--- config.mk ---
export PLATFORM = sky130hd
export DESIGN_NAME = lsu_tagdp_par
export DESIGN_NICKNAME = d
export VERILOG_FILES = /design/src/rtl/lsu_tagdp_par.sv
export SDC_FILE = /design/constraint.sdc
export NUM_CORES = 1
export LEC_CHECK = 0
export ABC_CLOCK_PERIOD_IN_PS = 2760
export BUFFER_PORTS_ARGS = -buffer_cell sky130_fd_sc_hd__buf_4
export CAP_MARGIN = 40
export CORE_MARGIN = 4
export CORE_UTILIZATION = 55
export CTS_BUF_LIST = sky130_fd_sc_hd__clkbuf_16
export CTS_CLUSTER_DIAMETER = 200
export DETAILED_ROUTE_END_ITERATION = 16
export PLACE_DENSITY_LB_ADDON = 0.12
export REMOVE_ABC_BUFFERS = 1
export SYNTH_ARGS = -nofsm -noshare
export SYNTH_HDL_FRONTEND = slang
export SYNTH_SLANG_ARGS = --single-unit
--- constraint.sdc ---
create_clock -name rclk -period 2.76 [get_ports rclk]
set_input_delay 0.414 -clock rclk [delete_from_list [all_inputs] [get_ports rclk]]
set_output_delay 0.414 -clock rclk [all_outputs]
set_load 0.01 [all_outputs]
--- src/rtl/lsu_tagdp_par.sv ---
// D-cache tag read datapath: way select, per-way parity check across the
// m->g pipeline, sticky parity-error log with saturating counter, and a
// request/ack diagnostic read port with registered 64-bit data.
//
// Error FSM:
//   state    | meaning
//   E_CLEAN  | no error captured since reset / last err_clr
//   E_LOGGED | way and {parity, tag} of the first error are held
//
// Diagnostic FSM:
//   state    | meaning
//   D_IDLE   | waiting for diag_req
//   D_MUX    | request accepted, sampling the selected g-stage source
//   D_ACK    | diag_ack high, diag_rdata valid
module lsu_tagdp_par #(
  parameter int WAYS = 4,
  parameter int TAGW = 29,
  parameter int PGRP = 8,
  parameter int CNTW = 8,
  localparam int WAYW = $clog2(WAYS)
) (
  input  logic                     rclk,
  input  logic                     arst_l,
  input  logic [WAYS*(TAGW+1)-1:0] dtag_rdata_m,
  input  logic [WAYS-1:0]          dva_vld_m,
  input  logic [WAYS-1:0]          lsu_dtag_rsel_m,
  input  logic                     tag_rd_vld_m,
  input  logic                     err_clr,
  input  logic                     diag_req,
  input  logic [1:0]               diag_sel,
  output logic                     diag_busy,
  output logic                     diag_ack,
  output logic [63:0]              diag_rdata,
  output logic [WAYS-1:0]          lsu_rd_dtag_parity_g,
  output logic                     tag_perr_vld,
  output logic                     tag_perr_multi,
  output logic [WAYW-1:0]          tag_perr_way
);

  localparam int NGRP = (TAGW + PGRP - 1) / PGRP;
  localparam int ENTW = TAGW + 1;

  typedef enum logic {E_CLEAN, E_LOGGED} err_st_e;
  typedef enum logic [1:0] {D_IDLE, D_MUX, D_ACK} diag_st_e;

  logic [WAYS-1:0][NGRP-1:0] grp_par_d, grp_par_q;
  logic [WAYS-1:0][TAGW-1:0] tag_d, tag_q;
  logic [WAYS-1:0]           par_d, par_q, vld_q;
  logic                      rd_vld_q;
  logic [TAGW-1:0]           sel_tag_d, sel_tag_q;
  logic                      sel_par_d, sel_par_q, sel_vld_d, sel_vld_q;

  logic [WAYS-1:0]  perr;
  logic             any_err, multi_err;
  logic [WAYW-1:0]  first_way;
  logic [TAGW:0]    first_ptag;

  err_st_e          est_q, est_d;
  logic             multi_q, multi_d;
  logic [WAYW-1:0]  way_q, way_d;
  logic [TAGW:0]    ptag_q, ptag_d;
  logic [CNTW-1:0]  cnt_q, cnt_d;

  diag_st_e         dst_q, dst_d;
  logic [1:0]       dsel_q, dsel_d;
  logic [63:0]      rdata_q, rdata_d;
  logic [63:0]      diag_src;

  // m stage: grouped parity pre-reduction per way and AND-OR way select
  always_comb begin
    grp_par_d = '0;
    tag_d     = '0;
    par_d     = '0;
    sel_tag_d = '0;
    sel_par_d = 1'b0;
    sel_vld_d = 1'b0;
    for (int w = 0; w < WAYS; w++) begin
      tag_d[w] = dtag_rdata_m[w*ENTW +: TAGW];
      par_d[w] = dtag_rdata_m[w*ENTW + TAGW];
      for (int b = 0; b < TAGW; b++) begin
        grp_par_d[w][b/PGRP] = grp_par_d[w][b/PGRP] ^ dtag_rdata_m[w*ENTW + b];
      end
      sel_tag_d = sel_tag_d | ({TAGW{lsu_dtag_rsel_m[w]}} & tag_d[w]);
      sel_par_d = sel_par_d | (lsu_dtag_rsel_m[w] & par_d[w]);
      sel_vld_d = sel_vld_d | (lsu_dtag_rsel_m[w] & dva_vld_m[w]);
    end
  end

  // m->g pipeline registers
  always_ff @(posedge rclk or negedge arst_l) begin
    if (!arst_l) begin
      grp_par_q <= '0;
      tag_q     <= '0;
      par_q     <= '0;
      vld_q     <= '0;
      rd_vld_q  <= 1'b0;
      sel_tag_q <= '0;
      sel_par_q <= 1'b0;
      sel_vld_q <= 1'b0;
    end else begin
      grp_par_q <= grp_par_d;
      tag_q     <= tag_d;
      par_q     <= par_d;
      vld_q     <= dva_vld_m;
      rd_vld_q  <= tag_rd_vld_m;
      sel_tag_q <= sel_tag_d;
      sel_par_q <= sel_par_d;
      sel_vld_q <= sel_vld_d;
    end
  end

  // g stage: final parity fold and lowest-numbered erroring way
  always_comb begin
    first_way  = '0;
    first_ptag = '0;
    for (int w = 0; w < WAYS; w++) begin
      perr[w] = rd_vld_q & vld_q[w] & ((^grp_par_q[w]) ^ par_q[w]);
    end
    for (int w = WAYS - 1; w >= 0; w--) begin
      if (perr[w]) begin
        first_way  = WAYW'(w);
        first_ptag = {par_q[w], tag_q[w]};
      end
    end
    any_err   = |perr;
    multi_err = (perr & (perr - WAYS'(1))) != '0;
  end

  assign lsu_rd_dtag_parity_g = perr;

  // error log next state: err_clr is applied first so a coincident error logs into a clean state
  always_comb begin
    est_d   = err_clr ? E_CLEAN : est_q;
    multi_d = err_clr ? 1'b0 : multi_q;
    way_d   = err_clr ? '0 : way_q;
    ptag_d  = err_clr ? '0 : ptag_q;
    cnt_d   = err_clr ? '0 : cnt_q;
    if (any_err) begin
      if (est_d == E_CLEAN) begin
        est_d   = E_LOGGED;
        way_d   = first_way;
        ptag_d  = first_ptag;
        multi_d = multi_err;
      end else begin
        multi_d = 1'b1;
      end
      if (cnt_d != {CNTW{1'b1}}) cnt_d = cnt_d + CNTW'(1);
    end
  end

  // error log and counter registers
  always_ff @(posedge rclk or negedge arst_l) begin
    if (!arst_l) begin
      est_q   <= E_CLEAN;
      multi_q <= 1'b0;
      way_q   <= '0;
      ptag_q  <= '0;
      cnt_q   <= '0;
    end else begin
      est_q   <= est_d;
      multi_q <= multi_d;
      way_q   <= way_d;
      ptag_q  <= ptag_d;
      cnt_q   <= cnt_d;
    end
  end

  assign tag_perr_vld   = (est_q == E_LOGGED);
  assign tag_perr_multi = multi_q;
  assign tag_perr_way   = way_q;

  // diagnostic source mux over g-stage and log state
  always_comb begin
    case (dsel_q)
      2'd0:    diag_src = 64'({sel_par_q, sel_tag_q, sel_vld_q});
      2'd1:    diag_src = 64'({multi_q, est_q == E_LOGGED, way_q, ptag_q});
      2'd2:    diag_src = 64'(cnt_q);
      default: diag_src = '0;
    endcase
  end

  // diagnostic FSM next state; requests outside D_IDLE are ignored
  always_comb begin
    dst_d   = dst_q;
    dsel_d  = dsel_q;
    rdata_d = rdata_q;
    case (dst_q)
      D_IDLE: begin
        if (diag_req) begin
          dsel_d = diag_sel;
          dst_d  = D_MUX;
        end
      end
      D_MUX: begin
        rdata_d = diag_src;
        dst_d   = D_ACK;
      end
      D_ACK:   dst_d = D_IDLE;
      default: dst_d = D_IDLE;
    endcase
  end

  // diagnostic FSM and w2 data registers
  always_ff @(posedge rclk or negedge arst_l) begin
    if (!arst_l) begin
      dst_q   <= D_IDLE;
      dsel_q  <= 2'd0;
      rdata_q <= '0;
    end else begin
      dst_q   <= dst_d;
      dsel_q  <= dsel_d;
      rdata_q <= rdata_d;
    end
  end

  assign diag_busy  = (dst_q == D_MUX);
  assign diag_ack   = (dst_q == D_ACK);
  assign diag_rdata = rdata_q;

endmodule

* Yosys cells after proc, flatten, opt, wreduce, memory -nomap -nowiden
Index checks and enable logic that the tools add are counted.
Cells by class: muxes and demuxes 25, bitwise gates (word level) 134, eq/ne operators 6, $add $sub $neg 2, reduce and logical (&&, ||, !) cells 10
Operator list (count):
- 2-to-1 mux 30 bit | 7
- bitwise AND 29 bit | 4
- bitwise XOR 1 bit | 104
- one-hot mux 34 bit (3 select lines) | 1
- bitwise OR 29 bit | 3
- 2-to-1 mux 8 bit | 3
- bitwise AND 1 bit | 16
- 2-to-1 mux 2 bit | 8
- parity 4 bit | 4
- adder 8 x 1 -> 8 bit (second input constant) | 1
- != test 8 bit (second input constant) | 1
- bitwise OR 1 bit | 6
- 2-to-1 mux 1 bit | 5
- bitwise AND 4 bit | 1
- equality test 2 x 1 -> 1 bit (second input constant) | 2
- equality test 2 bit (second input constant) | 2
- logical NOT 2 bit | 2
- one-hot mux 2 bit (2 select lines) | 1
- nonzero test 4 bit | 1
- OR reduction 4 bit | 1
- subtractor 4 x 1 -> 4 bit (second input constant) | 1
- != test 2 bit (second input constant) | 1
- AND reduction 2 bit | 1
- nonzero test 2 bit | 1
Word-level totals: flip-flop bits (word level) 282, word-level logic and storage cells 199

* Longest topological paths before layout
Gate-level depths: netlist of the first run.
depth after elaboration 9, gate-level depth with buffers 9, gate-level depth less buffers 7

* Worst setup path before layout of the first run
OpenSTA, ideal clock, no wires.
kind register -> register, start point reg grp_par_q[11] in the netlist's numbering, end point reg ptag_q[13], setup time 141 ps, data required time 2619 ps, path buffers 2, stages on the path, launching flop included 9, arrival 1985 ps, setup slack 634 ps, cells stage by stage dfrtp_1 -> xnor2_1 -> xor3_1 -> and2_1 -> buf_6 -> buf_6 -> a221o_1 -> o211ai_1 -> a31oi_1
Between the ends: word-level cells in the longest chain between the ends 8
RTL lines:
- start: declaration | line 46 | logic [WAYS-1:0][NGRP-1:0] grp_par_d, grp_par_q;
- start signal: assignment | line 101 | grp_par_q <= grp_par_d;
- parity 4 bit (*) | line 117 | perr[w] = rd_vld_q & vld_q[w] & ((^grp_par_q[w]) ^ par_q[w]);
- bitwise XOR 1 bit (*) | line 117
- bitwise AND 1 bit (*) | line 117
- 2-to-1 mux 30 bit (3 in series) | line 120 | if (perr[w]) begin
- 2-to-1 mux 30 bit | line 139 | if (est_d == E_CLEAN) begin
- 2-to-1 mux 30 bit (*) | line 138 | if (any_err) begin
- named net ptag_d[13] | line 61 | logic [TAGW:0] ptag_q, ptag_d;
- end signal: assignment | line 163 | ptag_q <= ptag_d;
- end: declaration | line 61
The timed path passes the listed nets; every way through them passes the cells marked *. A chain may end at the register's enable or synchronous reset.

* Worst setup path in the final report of the first run
start point reg grp_par_q[3] in the netlist's numbering, end point out lsu_rd_dtag_parity_g[0]
Between the ends: word-level cells in the longest chain between the ends 3
RTL lines:
- parity 4 bit | line 117
- bitwise XOR 1 bit | line 117
- bitwise AND 1 bit | line 117
- end: declaration | line 34 | output logic [WAYS-1:0] lsu_rd_dtag_parity_g,
Every way passes these cells.

==> results of run 1 <==
==> final cells by class <==
class / instances / area (um^2) / share of cell area [%]
sequential: 252 / 6310 / 47.8
multi-input combinational: 552 / 4010 / 30.4
timing repair buffer: 215 / 1680 / 12.7
clock buffer: 27 / 676 / 5.12
tap: 260 / 325 / 2.47
clock inverter: 21 / 175 / 1.33
inverter: 6 / 22.5 / 0.171
==> where the power goes <==
| part | leakage [uW] | switching (uW) | internal [uW] | total [uW] |
|---|---|---|---|---|
| clock network | 0.000445 | 1440 | 2050 | 3490 |
| logic | 0.00252 | 2440 | 2090 | 4540 |
| registers | 0.00300 | 492 | 4400 | 4900 |
| total | 0.00596 | 4380 | 8550 | 12900 |
==> flip-flops by register name, indices dropped and copies added, names as in the netlist <==
name / count
tag_q: 116
diag_rdata: 34
ptag_q: 30
sel_tag_q: 29
grp_par_q: 16
cnt_q: 8
par_q: 4
vld_q: 4
dsel_q: 2
dst_q: 2
tag_perr_way: 2
rd_vld_q: 1
sel_par_q: 1
sel_vld_q: 1
tag_perr_multi: 1
tag_perr_vld: 1
==> path summary, 6_finish.rpt <==
| kind | from | end | slack (ns) | cells past startpoint |
|---|---|---|---|---|
| hold reg to reg | dst_q[1] | dst_q[0] | 0.47 | 1 |
| max in group asynchronous | arst_l | diag_rdata[19] | 1.51 | 3 |
| min in group asynchronous | arst_l | diag_rdata[26] | 0.44 | 2 |
| setup / recovery | grp_par_q[3] | lsu_rd_dtag_parity_g[0] | 0.08 | 5 |
| setup reg to reg | grp_par_q[7] | ptag_q[23] | 0.27 | 8 |
| hold / removal | dtag_rdata_m[69] | tag_q[67] | 0.01 | 1 |
==> routing by layer <==
layer / share of wire [%] / up-vias / GRT usage [%] / wire length [um]
met1: 42 / 3737 / 34.0 / 11400
met5: 0.048 / - / 0 / 13
met2: 49 / 301 / 40.6 / 13300
met3: 7.1 / 36 / 3.79 / 1910
met4: 1.7 / 2 / 6.38 / 459
li1: - / 3413 / - / -
==> cells by family (layout without fill, tap and decap cells) <==
logic type,after synthesis,in the layout,share of synthesized area [%]
AOI/OAI and AO/OA,240,240,17.0
xor gates and xnor gates,120,120,10.6
adders and majority gates,2,2,0.211
buffers and inverters,87,269,4.64
DFF,252,252,59.1
muxes,34,34,3.22
other,1,30,0.0351
and+or+nand+nor,126,126,5.31
==> placed cells by master (no fill, tap or decap), types with 15 or more instances in the layout <==
master,netlist,final
o211ai_1,15,15
buf_4,34,200
a22oi_1,77,77
dfrtp_1,252,251
mux2i_1,31,31
a21oi_1,29,29
a221o_1,17,17
nand2_1,75,75
o21ai_0,31,31
conb_1,1,30
clkbuf_16,0,27
nor2_1,17,16
a31oi_1,17,17
xnor2_1,99,98
==> through the flow <==
stage	total power, uW	instance area [um^2]
after floorplan	7590	10300
after global placement	9310	12200
after detailed placement	9420	12200
after CTS	12900	13100
after global routing	13600	13200
final	12900	13200
==> timing repair <==
| item | in CTS | in global routing |
|---|---|---|
| setup endpoints to repair | 1 | 3 |
| hold buffers | 2 | 9 |
| endpoints found under the hold margin | 70 | 9 |
| resized for setup | 1 | 4 |
==> flow_metrics.tcl, run 1 <==
set metrics [dict create \
    status "complete, no violations" \
    cts_root_buf "clkbuf_16" \
    grt_pass1_vias 7701 \
    postCtsSetupRepairBufs 0 \
    gr-usage-all-layers_pct 24.4 \
    vias 7489 \
    num_rows 50 \
    die-width_um 147 \
    critPathTopFamily "XOR/XNOR gates" \
    worstSetupStartpointType "register" \
    dpl_worst_slack_ns 0.177 \
    setup_viol 0 \
    start_util_pct 56.5 \
    antenna_found_initial 1 \
    core_region_area_um2 18900 \
    clk_latency_ns 0.53 \
    cp_num_buf_inv 2 \
    cts_tree "built" \
    final_cells 1333 \
    ctsHtreeMaxLevel 1 \
    synthTopCellsByArea "dfrtp_1 59%, xnor2_1 8.1%, a22oi_1 5.4%, mux2i_1 2.9%, nand2_1 2.6%" \
    critPathMaxStageDelay_ns 0.44 \
    finalWirelength_um 27100 \
    clk_path_buf_depth 3 \
    cp.arrival_ns 2.26 \
    yosysMostFrequentCell "dfrtp_1" \
    postLayoutCoreUtil_pct 69.8 \
    synth_edf_count 0 \
    gp_congestion 0.828 \
    p_leak_uw 0.00596 \
    grt_pass1_wl_um 42000 \
    drv_slew 0 \
    worst_slew_pin_slew_ns 0.847 \
    ioPinCount 209 \
    hold_viol_final 0 \
    grt_overflow 0 \
    finalCriticalPeriod_ns 2.68 \
    fin_setup_tns_ns 0 \
    path_class "register to primary output" \
    holdWs_ns 0.0140 \
    fin_worst_skew_ns 0.00991 \
    synth-seq-area-share_pct 59.1 \
    ys.flop_type "dfrtp_1" \
    die-height_um 147 \
    max_freq_mhz 373 \
    cap_viol_max_count 0 \
    setup_ws_ns 0.0814 \
    vias_per_cell 5.62 \
    syn_inst 862 \
    antennaDiodeCount 0 \
    dr.pass1.iters 5 \
    post-route-period-util_pct 97.1 \
    slew_headroom_pct 43.5 \
    port_buffers 178 \
    cts_buffers 26 \
    yosysWarnings 0 \
    crit_slowest_cell "or2_2" \
    power.density_nw_per_um2 980 \
    hpwl_um 18800 \
    nFillCells 1454 \
    netlist_area_um2 10700 \
    crit_fanout 12 \
    clock_sinks 252 \
    nets 1189 \
    worstHoldPathType "input port to register" \
    drc 0 \
    ant_nets 0 \
    synth_common_cells "252 x dfrtp_1, 99 x xnor2_1, 77 x a22oi_1" \
    grt_max_degree 75 \
    crit_chain "xnor2_2 > xnor3_1 > or2_2 > inv_2 > buf_4" \
    first_iter_violations 612 \
    ys_types 54 \
    dp_cells 1274 \
    clk_pin_slew_ns 0.06 \
    avgSynthCellArea_um2 12.4 \
    dieArea_um2 21700 \
    ys_async_sr_fraction_pct 100 \
    layout-drive-gt1-share_pct 25.4 \
    syn2layout_area_growth_pct 23.6 \
    rsz0062_at_grt "no" \
    synth-seq-cells 252 \
    yosysTopAreaCell "dfrtp_1" \
    cp-end-kind "primary output" \
    synth_top_area_share_pct 59.1 \
    required_ns 2.35 \
    ir_drop_mv 0.610 \
    wl_per_cell_um 20.3 \
]
Note: power is estimated with default switching activity, not from simulation.
==> run 2, diff against run 1 <==
--- a/config.mk
+++ b/config.mk
@@ -5,10 +5,9 @@
 export SDC_FILE = /design/constraint.sdc
 export NUM_CORES = 1
 export LEC_CHECK = 0
-export ABC_CLOCK_PERIOD_IN_PS = 2760
+export ABC_CLOCK_PERIOD_IN_PS = 2500
 export BUFFER_PORTS_ARGS = -buffer_cell sky130_fd_sc_hd__buf_4
 export CAP_MARGIN = 40
-export CORE_MARGIN = 4
 export CORE_UTILIZATION = 55
 export CTS_BUF_LIST = sky130_fd_sc_hd__clkbuf_16
 export CTS_CLUSTER_DIAMETER = 200
==> constraint.sdc (replaced) <==
create_clock -name rclk -period 2.5 [get_ports rclk]
set_input_delay 0.375 -clock rclk [delete_from_list [all_inputs] [get_ports rclk]]
set_output_delay 0.375 -clock rclk [all_outputs]
set_load 0.01 [all_outputs]
==> flow_metrics.tcl, run 2 (synthesis results as in run 1) <==
set metrics [dict create \
    fin_area_um2 14600 \
    critPathTopFamily "XOR/XNOR gates" \
    nFillCells 1151 \
    dp_cells 1274 \
    post-route-period-util_pct 100 \
    wl_per_cell_um 20.7 \
    cp_num_buf_inv 3 \
    core_region_area_um2 18900 \
    grt_pass1_wl_um 46800 \
    placed_area_um2 12300 \
    r2r_start "grp_par_q[10]" \
    status "complete, but fails checks" \
    top_register "tag_q" \
    finalCriticalPeriod_ns 2.51 \
    cap_viol_max_count 0 \
    port_buffers 178 \
    worstHoldPathType "input port to register" \
    final_cells 1456 \
    setup_ws_ns -0.00527 \
    worst_slew_pin_slew_ns 0.764 \
    cts_tree "built" \
    grt_overflow 0 \
    finalWirelength_um 30200 \
    fin_setup_tns_ns -0.00527 \
    clk_latency_ns 0.54 \
    ant_nets 0 \
    grt_max_degree 79 \
    cts_buffers 26 \
    die-width_um 141 \
    largest_reg_flops 116 \
    start_util_pct 56.5 \
    reg2reg_setup_slack_ns 0.09 \
    violations "negative setup slack" \
    r2r_end "ptag_q[14]" \
    mostFrequentLayoutCell "dfrtp_1" \
    gr-usage-all-layers_pct 31.0 \
    layout-drive-gt1-share_pct 23.8 \
    die-height_um 141 \
    clock_sinks 252 \
    first_iter_violations 529 \
    grt_pass1_vias 8554 \
    crit_slowest_cell "dfrtp_1" \
    cp.arrival_ns 2.13 \
    path_class "register to primary output" \
    worstSetupStartpointType "register" \
    holdWs_ns 0.0772 \
    nets 1312 \
    dieArea_um2 20000 \
    crit_chain "xnor2_2 > xnor3_1 > or2_4 > inv_4 > buf_12 > buf_6" \
    required_ns 2.12 \
    drc 0 \
    antenna_found_initial 1 \
    hold_viol_final 0 \
    startpoint "grp_par_q[7]" \
    setup_viol 1 \
    vias 8193 \
    ioPinCount 209 \
    rsz0062_at_grt "yes" \
    clk_pin_slew_ns 0.07 \
    ctsHtreeMaxLevel 1 \
    dr.pass1.iters 7 \
    gp_congestion 0.855 \
    power.density_nw_per_um2 1040 \
    vias_per_cell 5.63 \
    p_leak_uw 0.00653 \
    cp-end-kind "primary output" \
    worst_r2r_path_depth 8 \
    drv_slew 0 \
    max_freq_mhz 399 \
    endpoint "lsu_rd_dtag_parity_g[1]" \
    cp.depth 6 \
    hpwl_um 18200 \
    clk_path_buf_depth 3 \
    critPathMaxStageDelay_ns 0.40 \
    cts_root_buf "clkbuf_16" \
    fin_worst_skew_ns 0.0179 \
    crit_fanout 3 \
    syn2layout_area_growth_pct 36.3 \
    slew_headroom_pct 49.0 \
    num_rows 50 \
    layout_common_cells "251 x dfrtp_1, 200 x buf_4, 126 x dlygate4sd3_1" \
    hold_path_depth 2 \
    ir_drop_mv 0.734 \
]
-- run 2: changes by cell type in the layout (fill, tap and decap cells not counted), moves of 2 or more --
cell           previous run  this run
buf_6                     1         3
inv_1                     7         4
clkinv_2                  8         6
dlygate4sd3_1            11       126
xnor2_2                   4         7
xnor2_1                  98        95
buf_12                    2         7
-- run 2: worst min-delay path by stage --
stage | startpoint | endpoint | slack (ns)
finish | diag_sel[0] | dsel_q[0] | 0.08
global route | diag_sel[1] | dsel_q[1] | 0.07
CTS | diag_sel[0] | dsel_q[0] | 0.07
detailed placement | arst_l | diag_rdata[26] | 0.41
global placement | arst_l | diag_rdata[26] | 0.40
floorplan | arst_l | cnt_q[0] | 0.08
-- run 2: area by class of cell --
| cell class | instances | area, um^2 | area share [%] |
|---|---|---|---|
| inverter | 6 | 25.0 | 0.172 |
| tap | 260 | 325 | 2.24 |
| sequential | 252 | 6310 | 43.3 |
| clock inverter | 20 | 196 | 1.35 |
| clock buffer | 27 | 676 | 4.64 |
| timing repair buffer | 338 | 2980 | 20.5 |
| multi-input combinational | 552 | 4040 | 27.7 |
| antenna | 1 | 2.50 | 0.0172 |
-- run 2: repair_timing --
item | CTS | global route
cloned | 1 | 0
gates resized for setup | 7 | 8
hold endpoints to repair | 197 | 0
pin swaps | 4 | 6
buffers inserted | 4 | 3
hold buffers | 126 | 0
endpoints found under the setup margin | 2 | 8
-- run 2: power breakdown --
| group | switching [uW] | internal, uW | total [uW] |
|---|---|---|---|
| clock | 1610 | 2360 | 3970 |
| combinational | 2990 | 2710 | 5700 |
| sequential | 529 | 4860 | 5390 |
-- run 2: stage by stage --
stage          power (uW)  setup WS [ns]  utilization, %
2_1_floorplan        8380         -0.494               -
3_3_place_gp        10300          0.195            64.9
3_5_place_dp        10500          0.141            64.9
4_1_cts             14800        -0.0385            76.7
5_1_grt             15700        -0.0498            77.0
6_report            15100       -0.00527            77.0
-- run 2: per-layer routing --
metal	GRT usage [%]	part of all wire (%)
met1	39.4	41
met2	53.9	50
met3	4.39	5.9
met4	11.8	3.1
met5	0	0
